--- config.mk ---
export PLATFORM = sky130hd
export DESIGN_NAME = idct8_skew_feeder
export DESIGN_NICKNAME = d
export VERILOG_FILES = /design/src/rtl/idct8_skew_feeder.sv
export SDC_FILE = /design/constraint.sdc
export NUM_CORES = 1
export LEC_CHECK = 0
export CAP_MARGIN = 40
export CORE_AREA = 2 2 252 254
export CTS_CLUSTER_DIAMETER = 60
export DETAILED_ROUTE_END_ITERATION = 8
export DIE_AREA = 0 0 254 256
export PLACE_DENSITY = 0.72
export SLEW_MARGIN = 20
export SYNTH_ARGS = -nofsm -noshare
export SYNTH_HDL_FRONTEND = slang
export SYNTH_SLANG_ARGS = --single-unit
--- constraint.sdc ---
create_clock -name clk -period 2.3 [get_ports clk]
set_clock_uncertainty 0.15 [all_clocks]
set_input_delay 0.345 -clock clk [delete_from_list [all_inputs] [get_ports clk]]
set_output_delay 0.345 -clock clk [all_outputs]
set_load 0.01 [all_outputs]
--- src/rtl/idct8_skew_feeder.sv ---
// idct8_skew_feeder
//   Upstream feeder for the 8-point systolic IDCT column unit. It accepts one
//   8-coefficient row per cycle and re-emits it diagonally skewed, so lane k
//   leaves k-1 cycles after lane 1. The add/shift constants for the active
//   pass, plus the valid and block-last tags, travel with lane 8.
//
// Ports
//   clk            rising-edge clock
//   reset          synchronous, active-low
//   in_valid       row present on in_row_*
//   in_ready       feeder accepts a row this cycle (combinational)
//   in_row_1..8    signed row coefficients
//   pass_req       requested pass (0 = column pass, 1 = row pass)
//   d_in_1..8      skewed lanes to the IDCT unit (0 on bubbles)
//   add, shift     rounding constant / shift for the lane-8 slot's pass
//   lane8_valid    d_in_8 carries a real row
//   block_last     d_in_8 carries row ROWS-1 of a block
//   pass           currently active pass
//   busy           any lane slot holds valid data
//
// state   | meaning
// S_RUN   | accepting rows for the active pass
// S_DRAIN | pass change pending; waiting for every lane slot to empty

module idct8_skew_feeder #(
  parameter int W      = 25,
  parameter int ADD1   = 64,
  parameter int SHIFT1 = 7,
  parameter int ADD2   = 2048,
  parameter int SHIFT2 = 12,
  parameter int ROWS   = 8
) (
  input  logic                clk,
  input  logic                reset,
  input  logic                in_valid,
  output logic                in_ready,
  input  logic signed [W-1:0] in_row_1,
  input  logic signed [W-1:0] in_row_2,
  input  logic signed [W-1:0] in_row_3,
  input  logic signed [W-1:0] in_row_4,
  input  logic signed [W-1:0] in_row_5,
  input  logic signed [W-1:0] in_row_6,
  input  logic signed [W-1:0] in_row_7,
  input  logic signed [W-1:0] in_row_8,
  input  logic                pass_req,
  output logic signed [W-1:0] d_in_1,
  output logic signed [W-1:0] d_in_2,
  output logic signed [W-1:0] d_in_3,
  output logic signed [W-1:0] d_in_4,
  output logic signed [W-1:0] d_in_5,
  output logic signed [W-1:0] d_in_6,
  output logic signed [W-1:0] d_in_7,
  output logic signed [W-1:0] d_in_8,
  output logic signed [W-1:0] add,
  output logic signed [3:0]   shift,
  output logic                lane8_valid,
  output logic                block_last,
  output logic                pass,
  output logic                busy
);

  localparam int RW = (ROWS > 1) ? $clog2(ROWS) : 1;

  typedef enum logic {S_RUN = 1'b0, S_DRAIN = 1'b1} state_t;

  state_t          r_state;
  logic            r_pass;
  logic [RW-1:0]   r_row;
  logic            w_accept;
  logic            w_busy;
  logic signed [W-1:0] w_row      [8];
  logic signed [W-1:0] w_lane_out [8];
  logic [7:0]          w_lane_busy;

  assign w_row[0] = in_row_1;
  assign w_row[1] = in_row_2;
  assign w_row[2] = in_row_3;
  assign w_row[3] = in_row_4;
  assign w_row[4] = in_row_5;
  assign w_row[5] = in_row_6;
  assign w_row[6] = in_row_7;
  assign w_row[7] = in_row_8;

  assign in_ready = (r_state == S_RUN) && (pass_req == r_pass);
  assign w_accept = in_valid && in_ready;

  // Triangular delay: lane k (0-based) holds k+1 stages. A bubble loads zero
  // data, so an empty slot never contributes to the IDCT sum.
  for (genvar k = 0; k < 8; k++) begin : g_lane
    logic signed [W-1:0] r_d [k+1];
    logic [k:0]          r_v;

    always_ff @(posedge clk) begin
      if (!reset) begin
        r_d[0] <= '0;
        r_v[0] <= 1'b0;
      end else begin
        r_d[0] <= w_accept ? w_row[k] : '0;
        r_v[0] <= w_accept;
      end
    end

    for (genvar s = 1; s <= k; s++) begin : g_stage
      always_ff @(posedge clk) begin
        if (!reset) begin
          r_d[s] <= '0;
          r_v[s] <= 1'b0;
        end else begin
          r_d[s] <= r_d[s-1];
          r_v[s] <= r_v[s-1];
        end
      end
    end

    assign w_lane_out[k]  = r_d[k];
    assign w_lane_busy[k] = |r_v;
  end

  assign d_in_1 = w_lane_out[0];
  assign d_in_2 = w_lane_out[1];
  assign d_in_3 = w_lane_out[2];
  assign d_in_4 = w_lane_out[3];
  assign d_in_5 = w_lane_out[4];
  assign d_in_6 = w_lane_out[5];
  assign d_in_7 = w_lane_out[6];
  assign d_in_8 = w_lane_out[7];

  assign w_busy = |w_lane_busy;
  assign busy   = w_busy;

  // Lane-8 side pipeline: row index, pass and valid follow the lane-8 data
  // through seven stages; the eighth stage is the registered tag/constant
  // outputs so they switch on the same edge as d_in_8. Bubbles carry the
  // pass current at their entry so add/shift stay defined between rows.
  logic          r_mv   [7];
  logic [RW-1:0] r_midx [7];
  logic          r_mp   [7];
  logic                r_l8_valid;
  logic                r_block_last;
  logic signed [W-1:0] r_add;
  logic signed [3:0]   r_shift;

  always_ff @(posedge clk) begin
    if (!reset) begin
      for (int s = 0; s < 7; s++) begin
        r_mv[s]   <= 1'b0;
        r_midx[s] <= '0;
        r_mp[s]   <= 1'b0;
      end
      r_l8_valid   <= 1'b0;
      r_block_last <= 1'b0;
      r_add        <= W'(ADD1);
      r_shift      <= 4'(SHIFT1);
    end else begin
      r_mv[0]   <= w_accept;
      r_midx[0] <= r_row;
      r_mp[0]   <= r_pass;
      for (int s = 1; s < 7; s++) begin
        r_mv[s]   <= r_mv[s-1];
        r_midx[s] <= r_midx[s-1];
        r_mp[s]   <= r_mp[s-1];
      end
      r_l8_valid   <= r_mv[6];
      r_block_last <= r_mv[6] && (r_midx[6] == RW'(ROWS - 1));
      r_add        <= r_mp[6] ? W'(ADD2) : W'(ADD1);
      r_shift      <= r_mp[6] ? 4'(SHIFT2) : 4'(SHIFT1);
    end
  end

  assign lane8_valid = r_l8_valid;
  assign block_last  = r_block_last;
  assign add         = r_add;
  assign shift       = r_shift;
  assign pass        = r_pass;

  // Pass sequencing. A pass change only takes effect once every slot is
  // empty; the row counter is cleared on exit so a partial block is dropped
  // and never produces block_last.
  always_ff @(posedge clk) begin
    if (!reset) begin
      r_state <= S_RUN;
      r_pass  <= 1'b0;
      r_row   <= '0;
    end else begin
      case (r_state)
        S_RUN: begin
          if (w_accept)
            r_row <= (r_row == RW'(ROWS - 1)) ? '0 : r_row + RW'(1);
          if (pass_req != r_pass)
            r_state <= S_DRAIN;
        end
        S_DRAIN: begin
          if (!w_busy) begin
            r_pass  <= pass_req;
            r_row   <= '0;
            r_state <= S_RUN;
          end
        end
        default: r_state <= S_RUN;
      endcase
    end
  end

endmodule

# Word level (Yosys, flattened, before mapping)

Memories as Yosys holds them, arrays and structs flattened.
Index checks and enable logic that the tools add are counted.

Output and inout port bits: 234
Register bits after elaboration: 44
Word-level logic and storage cells: 175
Bits of input ports: 204
Memories: 11
Memory bits (writable): 935

Mux-type cells: 77
Reduce and logical (&&, ||, !) cells: 7
Bitwise logic cells: 58
Add/subtract/negate cells: 1
Eq/ne operators: 6

Memories:

| memory        | words | bits a word | read ports | clocked after memory_dff | write ports | RTL line | text |
|---|---|---|---|---|---|---|---|
| g_lane[7].r_d | 8     | 25          | 8          | 0                        | 8           | 90       | `logic signed [W-1:0] r_d [k+1];` |
| g_lane[6].r_d | 7     | 25          | 7          | 0                        | 7           | 90       |  |
| g_lane[5].r_d | 6     | 25          | 6          | 0                        | 6           | 90       |  |
| g_lane[4].r_d | 5     | 25          | 5          | 0                        | 5           | 90       |  |
| g_lane[3].r_d | 4     | 25          | 4          | 0                        | 4           | 90       |  |
| g_lane[2].r_d | 3     | 25          | 3          | 0                        | 3           | 90       |  |
| +5 memories   | --    | --          | --         | --                       | --          | --       |  |

Operators with widths:

| cell                                                          | count |
|---|---|
| 25-bit two-way mux                                            | 44 |
| 1-bit bitwise OR                                              | 56 |
| 3-bit two-way mux                                             | 10 |
| 25-bit OR reduction                                           | 1 |
| 1-bit two-way mux                                             | 19 |
| 12-bit two-way mux                                            | 1 |
| 8-bit OR reduction                                            | 1 |
| 3-bit equality test, second input constant                    | 2 |
| 3-bit one-hot mux with 2 select lines                         | 1 |
| 4-bit two-way mux                                             | 1 |
| 2-bit inequality test, second input constant                  | 2 |
| 2-bit AND reduction                                           | 2 |
| 3-bit by 1-bit adder with 3-bit output, second input constant | 1 |
| 1-bit logical AND                                             | 3 |
| 1-bit inverter                                                | 2 |
| 1-bit one-hot mux with 2 select lines                         | 1 |
| 1-bit equality test                                           | 1 |
| 1-bit inequality test                                         | 1 |

# Logic depth before layout (Yosys ltp)

Gate-level depths: netlist (run 1).

Depth in word-level cells: 5
Mapped depth: 6
Gate-level depth less buffers: 5

# Worst setup path after synthesis (run 1)

Ideal clock, no wire load.

Path kind: reg2reg
Start point: register r_pass (netlist: pass)
End point: memory g_lane[0].r_d[0][13]
Path buffers: 3
Path slack: 828 ps
Library setup time: 115 ps
Cell stages (with the launch flop): 7
Data arrival time: 1207 ps
Required time: 2035 ps
Cell sequence: dfxtp_1 -> xnor2_1 -> and3_1 -> buf_4 -> buf_6 -> buf_6 -> and2_1

Cells in the longest elaborated chain, start to end: 5

RTL lines:

| element                      | RTL line | text |
|---|---|---|
| from (decl)                  | 67       | `logic r_pass;` |
| from (signal assigned)       | 194      | `r_pass <= pass_req;` |
| 1-bit equality test          | 84       | `assign in_ready = (r_state == S_RUN) && (pass_req == r_pass);` |
| 1-bit logical AND            | 84       |  |
| 1-bit logical AND            | 85       | `assign w_accept = in_valid && in_ready;` |
| 25-bit two-way mux           | 98       | `r_d[0] <= w_accept ? w_row[k] : '0;` |
| 25-bit two-way mux (no line) | --       |  |
| to (decl)                    | 90       |  |

No other way between the ends.

# Worst setup path after layout (run 1)

Start point: register g_lane[6].r_v[5]
End point: output busy

Cells in the longest elaborated chain, start to end: 1

RTL lines:

| element                           | RTL line | text |
|---|---|---|
| from (decl)                       | 91       | `logic [k:0] r_v;` |
| from (signal, indexed assignment) | 110      | `r_v[s] <= r_v[s-1];` |
| 8-bit OR reduction                | 128      | `assign w_busy = \|w_lane_busy;` |
| to (decl)                         | 59       | `output logic busy` |

No other way between the ends.

==> impl_metrics.env, run 1 <==
export IMPL_status="completed"
export IMPL_hold_path_depth=2
export IMPL_place_ws_ns=0.08259
export IMPL_cts_tree="yes"
export IMPL_die_h_um=256
export IMPL_critPathKind="reg -> out"
export IMPL_switchingPower_mw=6.283
export IMPL_synth_fa_ha_area_share_pct=0.09648
export IMPL_synthCells=2067
export IMPL_dp_hpwl_mm=26.17
export IMPL_synth_top_family_by_area="simple AND/OR/NAND/NOR gates"
export IMPL_yosysSeqAreaShare_pct=73.10
export IMPL_grt_pass1_wl_mm=65.15
export IMPL_overflow=0
export IMPL_post_cts_repair_setup_buffers=0
export IMPL_hold_violations=0
export IMPL_num_io_pins=438
export IMPL_cp_end_kind="output pin"
export IMPL_power_leakage_nw=13.72
export IMPL_dr_pass1_iters=4
export IMPL_pwr_share_seq_pct=52.0
export IMPL_power_internal_mw=25.90
export IMPL_ys_types=21
export IMPL_final_setup_viol_count=0
export IMPL_place_congestion=0.7482
export IMPL_start_util_pct=41.57
export IMPL_numCtsBuffers=90
export IMPL_pwr_share_comb_pct=2.8
export IMPL_multiInputGateArea_um2=6148
export IMPL_routed_wl_mm=41.30
export IMPL_syn2layout_area_growth_pct=29.16
export IMPL_worstMarginPinSlew_ns=0.5525
export IMPL_cts_root_buf="clkbuf_16"
export IMPL_antenna_left=0
export IMPL_power_frac_clock_pct=45.2
export IMPL_clk_latency_ns=0.61
export IMPL_min_period_ns=2.187
export IMPL_total_power_mw=32.18
export IMPL_synth_xor_area_share_pct=0.03377
export IMPL_drt_initial_drc_count=343
export IMPL_wl_per_cell_um=12.27
export IMPL_path_cells="nor4_4 > nand2_1 > dlygate4sd2_1"
export IMPL_nets=2657
export IMPL_grt_pass1_vias=13350
export IMPL_r2r_cells=5
export IMPL_synthMuxAreaShare_pct=0.03859
export IMPL_grt_use_total_pct=12.49
export IMPL_synth_compound_area_share_pct=0.1110
export IMPL_final_util_pct=53.69
export IMPL_drc=0
export IMPL_max_freq_mhz=457.3
export IMPL_syn_area_per_cell_um2=12.55
export IMPL_clk_pin_slew_ns=0.06
export IMPL_cts_sinks=947
export IMPL_place_area_um2=30450
export IMPL_cts_max_level=3
export IMPL_slew_headroom_pct=63.17
export IMPL_start_kind="register"
export IMPL_core_um2=62390
export IMPL_crit_required_ns=1.80
export IMPL_p_sw_share_pct=19.52
export IMPL_cap_violations=0
export IMPL_max_stage_delay_ns=0.35
export IMPL_ys_ff_latch=947
export IMPL_dp_cells=3204
export IMPL_antenna_found_initial=2
export IMPL_worstPathArrival_ns=1.69
export IMPL_max_vdd_ir_drop_mv=0.5810
export IMPL_grt_max_degree=184
export IMPL_finalCritPeriodShare_pct=95.07
export IMPL_drive_gt1_share_pct=6.471
export IMPL_via_per_inst=3.993
export IMPL_timing_final_ws_setup_ns=0.1133
export IMPL_drv_slew=0
export IMPL_synthSimpleGateAreaFrac_pct=22.94
export IMPL_cpMaxStageDelayCell="nor4_4"
export IMPL_io_buffer_count=413
export IMPL_die_area_um2=65020
export IMPL_final_cells=3366
export IMPL_synth_warnings=0
export IMPL_yosys_area_top_type_share_pct=73.10
export IMPL_synth_area_um2=25940
export IMPL_fillers=5278
export IMPL_die_w_um=254
export IMPL_hp_class="in -> reg"
export IMPL_clockBufferDepth=3
export IMPL_crit_fanout=2
export IMPL_rows=92
export IMPL_power_density_nw_per_um2=960.8
export IMPL_vias=13440
export IMPL_final_cell_area_um2=33500
export IMPL_seqCellArea_um2=18960
export IMPL_yosysTopAreaCell="dfxtp_1"
export IMPL_synth_area_leaders="dfxtp_1, and2_1, buf_4, clkbuf_1, buf_6"
==> kinds of logic after synthesis <==
| kind of cell | count (synthesis) |
|---|---|
| AOI/OAI and AO/OA | 3 |
| xor gates and xnor gates | 1 |
| DFF | 947 |
| muxes | 1 |
| other | 2 |
| buffers and inverters | 159 |
| and+or+nand+nor | 952 |
| adders and majority gates | 2 |
==> power by group through the flow <==
| stage | logic [mW] | registers [mW] | clock network [mW] |
|---|---|---|---|
| final | 0.903 | 16.7 | 14.6 |
| after global routing | 0.999 | 16.7 | 15.6 |
| after CTS | 0.924 | 16.7 | 15.0 |
| after detailed placement | 0.919 | 17.1 | 0 |
| after global placement | 0.900 | 17.1 | 0 |
| after floorplan | 0.434 | 17.1 | 0 |
==> Yosys cell counts, drive strengths merged <==
master	number
a32o	2
buf	79
dfxtp	947
nand3	1
and3	1
xnor2	1
inv	2
ha	2
a31o	1
nor2b	2
and3b	1
nor3	1
and4	2
nand2	4
clkbuf	78
mux2i	1
and2	938
nor4	2
conb	2
==> sequential cells by signal, indices dropped and copies added (netlist names) <==
signal,count
g_lane.r_d,900
r_midx,21
r_mp,7
r_mv,7
g_lane.r_v,3
r_row,3
add,1
block_last,1
lane8_valid,1
pass,1
r_state,1
shift,1
==> routing by layer <==
layer  GRT usage [%]  vias up  part of all wire, %
met4           5.931        2                  3.1
met2           20.95      368                   47
met3           5.868       92                   10
met1           13.18     6049                   40
met5               0        -                0.029
li1                -     6930                    -
==> cell type report <==
| cell class | count | share of cell area (%) |
|---|---|---|
| multi-input cells | 983 | 18.35 |
| clock buffers | 128 | 7.903 |
| inverters | 2 | 0.02241 |
| diodes | 1 | 0.007470 |
| repair buffers | 427 | 12.89 |
| clock inverters | 32 | 1.065 |
| flip-flops and latches | 947 | 56.59 |
| well taps | 846 | 3.160 |
==> final timing paths <==
check	from	end	slack, ns
worst min register to register	g_lane[6].r_d[3][1]$_SDFF_PN0_	g_lane[6].r_d[4][1]$_SDFF_PN0_	0.26
worst max-delay path	g_lane[6].r_v[5]$_SDFF_PN0_	busy	0.11
worst max register to register	pass$_SDFFE_PN0P_	g_lane[2].r_d[0][11]$_SDFF_PN0_	0.59
worst min-delay path	in_row_7[15]	g_lane[6].r_d[0][15]$_SDFF_PN0_	0.14
==> through the flow <==
| stage | hold slack (ns) | TNS (ns) |
|---|---|---|
| detailed placement | 0.2669 | 0 |
| global route | 0.1056 | -0.01086 |
| global placement | 0.2629 | 0 |
| floorplan | 0.2619 | 0 |
| CTS | 0.07973 | 0 |
| finish | 0.1360 | 0 |
==> critical path: cells and delay by family, from the launching register on <==
family | cells | cell delay (ns)
buf+inv | 1 | 0.32
simple gates | 2 | 0.43
flops | 1 | 0.34
==> what timing repair did <==
item | 4_1_cts | 5_1_grt
endpoints found under the setup margin | 2 | 1
endpoints found under the hold margin | 36 | 0
hold buffers | 1 | 0
resized for setup | 4 | 2
pin swaps | 0 | 0
==> placed cells by master (no fill, tap or decap), drive strengths merged, types with 4 or more instances in the layout <==
cell / Yosys / routed
nand2: 4 / 4
inv: 2 / 8
and2: 938 / 938
clkinv: 0 / 15
clkbuf: 78 / 128
conb: 2 / 24
bufinv: 0 / 6
clkinvlp: 0 / 5
clkdlybuf4s50: 0 / 410
buf: 79 / 14
dfxtp: 947 / 947
Power figures use the tool's default switching activity.
==> run 2, diff against run 1 <==
- CTS_CLUSTER_DIAMETER: 60 -> 30
==> impl_metrics.env, run 2 (synthesis results as in run 1) <==
export IMPL_cts_max_level=4
export IMPL_die_h_um=256
export IMPL_vias=14080
export IMPL_critPathKind="reg -> out"
export IMPL_hold_violations=0
export IMPL_power_leakage_nw=14.92
export IMPL_place_congestion=0.7482
export IMPL_largest_reg_flops=900
export IMPL_dr_pass1_iters=4
export IMPL_numCtsBuffers=146
export IMPL_power_frac_clock_pct=56.1
export IMPL_highest_layer="met5"
export IMPL_core_um2=62390
export IMPL_drive_gt1_share_pct=10.66
export IMPL_final_cells=3515
export IMPL_max_freq_mhz=457.4
export IMPL_worstMarginPinSlew_ns=0.5402
export IMPL_status="completed"
export IMPL_routedLengthMet1_mm=17.24
export IMPL_worstPathArrival_ns=1.69
export IMPL_antenna_left=0
export IMPL_max_vdd_ir_drop_mv=0.6380
export IMPL_fin_setup_tns_ns=0
export IMPL_p_sw_share_pct=20.88
export IMPL_cts_sinks=947
export IMPL_drc=0
export IMPL_timing_rr_start="pass$_SDFFE_PN0P_"
export IMPL_r2r_slack_ns=0.56
export IMPL_die_w_um=254
export IMPL_r2r_end="g_lane[2].r_d[0][18]$_SDFF_PN0_"
export IMPL_drt_initial_drc_count=362
export IMPL_final_util_pct=57.86
export IMPL_overflow=0
export IMPL_crit_required_ns=1.80
export IMPL_critical_path_endpoint="busy"
export IMPL_cp_end_kind="output pin"
export IMPL_layout_commonest_cell="dfxtp_1"
export IMPL_grt_max_degree=184
export IMPL_pwr_share_comb_pct=2.4
export IMPL_clk_latency_ns=0.70
export IMPL_clockBufferDepth=3
export IMPL_switchingPower_mw=8.422
export IMPL_num_io_pins=438
export IMPL_crit_fanout=2
export IMPL_final_setup_viol_count=0
export IMPL_finalCritPeriodShare_pct=95.07
export IMPL_via_per_inst=4.006
export IMPL_start_util_pct=41.57
export IMPL_power_density_nw_per_um2=1118
export IMPL_min_period_ns=2.187
export IMPL_routed_wl_mm=44.54
export IMPL_dp_hpwl_mm=26.17
export IMPL_syn2layout_area_growth_pct=39.17
export IMPL_met2_length_mm=21.42
export IMPL_die_area_um2=65020
export IMPL_start_kind="register"
export IMPL_power_internal_mw=31.92
export IMPL_grt_use_total_pct=13.85
export IMPL_largest_register="g_lane.r_d"
export IMPL_clk_pin_slew_ns=0.06
export IMPL_rsz0062_at_grt="true"
export IMPL_r2r_cells=5
export IMPL_slew_headroom_pct=63.98
export IMPL_drv_slew=0
export IMPL_hp_class="in -> reg"
export IMPL_pwr_share_seq_pct=41.5
export IMPL_dp_cells=3204
export IMPL_wl_met3_mm=4.309
export IMPL_fillers=4926
export IMPL_final_cell_mix="dfxtp_1, and2_1, clkdlybuf4s50_1, clkbuf_16, dlygate4sd3_1"
export IMPL_grt_pass1_vias=14480
export IMPL_antenna_found_initial=6
export IMPL_cp_startpoint="r_mv[0][2]$_SDFF_PN0_"
export IMPL_nets=2746
export IMPL_cap_violations=0
export IMPL_io_buffer_count=413
export IMPL_grt_pass1_wl_mm=71.01
export IMPL_reg_top3="g_lane.r_d x900, r_midx x21"
export IMPL_wl_per_cell_um=12.67
export IMPL_cts_root_buf="clkbuf_16"
export IMPL_cts_tree="yes"
export IMPL_rows=92
==> run 2: cell count changes in the layout (fill, tap and decap cells not counted), sizes merged <==
cell and change:
buf +1, bufinv +13, clkbuf +45, clkdlybuf4s15 +1, clkinv +20, clkinvlp +10
diode +4, dlygate4sd2 -1, dlygate4sd3 +32, inv +24
==> run 2: critical path, cell delays in order (launching register included) <==
cell and delay, ns:
dfxtp_1 0.32, nor4_4 0.33, nand2_1 0.09, clkdlybuf4s15_2 0.26
==> run 2: worst min-delay path by stage <==
stage          slack (ns)                       startpoint                               to  cells past startpoint
6_report             0.05                      in_row_2[9]   g_lane[1].r_d[0][9]$_SDFF_PN0_                      2
3_3_place_gp         0.26  g_lane[6].r_d[2][21]$_SDFF_PN0_  g_lane[6].r_d[3][21]$_SDFF_PN0_                      1
5_1_grt              0.01                      in_row_2[9]   g_lane[1].r_d[0][9]$_SDFF_PN0_                      2
4_1_cts            0.0003                     in_row_8[23]  g_lane[7].r_d[0][23]$_SDFF_PN0_                      2
3_5_place_dp         0.27  g_lane[4].r_d[0][14]$_SDFF_PN0_  g_lane[4].r_d[1][14]$_SDFF_PN0_                      1
2_1_floorplan        0.26   g_lane[1].r_d[0][0]$_SDFF_PN0_   g_lane[1].r_d[1][0]$_SDFF_PN0_                      1
==> run 2: stage by stage <==
step / hold slack [ns] / total power [mW] / area, µm² / worst slack (ns)
after floorplan: 0.2619 / 17.52 / 26020 / 0.8276
after global placement: 0.2629 / 17.98 / 30450 / 0.04893
after detailed placement: 0.2669 / 18.01 / 30450 / 0.08259
after CTS: 0.0003335 / 40.87 / 36070 / 0.03718
after global routing: 0.01425 / 41.79 / 36100 / -0.01574
final: 0.05285 / 40.34 / 36100 / 0.1135
==> run 2: timing repair <==
action / CTS / global route
buffers inserted: 0 / 1
setup endpoints to repair: 2 / 2
pin swaps: 0 / 1
hold endpoints to repair: 89 / 0
hold buffers: 33 / 0
resized for setup: 8 / 2
==> run 2: power groups by stage <==
stage | Combinational, mW | Sequential, mW | Clock [mW]
after floorplan | 0.434 | 17.1 | 0
after global placement | 0.900 | 17.1 | 0
after detailed placement | 0.919 | 17.1 | 0
after CTS | 0.975 | 16.8 | 23.1
after global routing | 1.06 | 16.8 | 24.0
final | 0.962 | 16.8 | 22.6
==> run 2: routing by layer <==
layer,vias to the layer above,track usage (%)
met4,2,7.794
met2,410,22.94
met5,-,0
li1,7172,-
met1,6389,14.00
met3,109,7.088
==> run 2: area by class of cell <==
class	instances	area (µm²)	area share [%]
sequential	947	18960	52.52
multi-input combinational	983	6158	17.06
timing repair buffer	460	4649	12.88
clock buffer	173	3936	10.91
clock inverter	99	1315	3.643
tap	846	1059	2.933
antenna	5	12.51	0.03466
inverter	2	7.507	0.02080
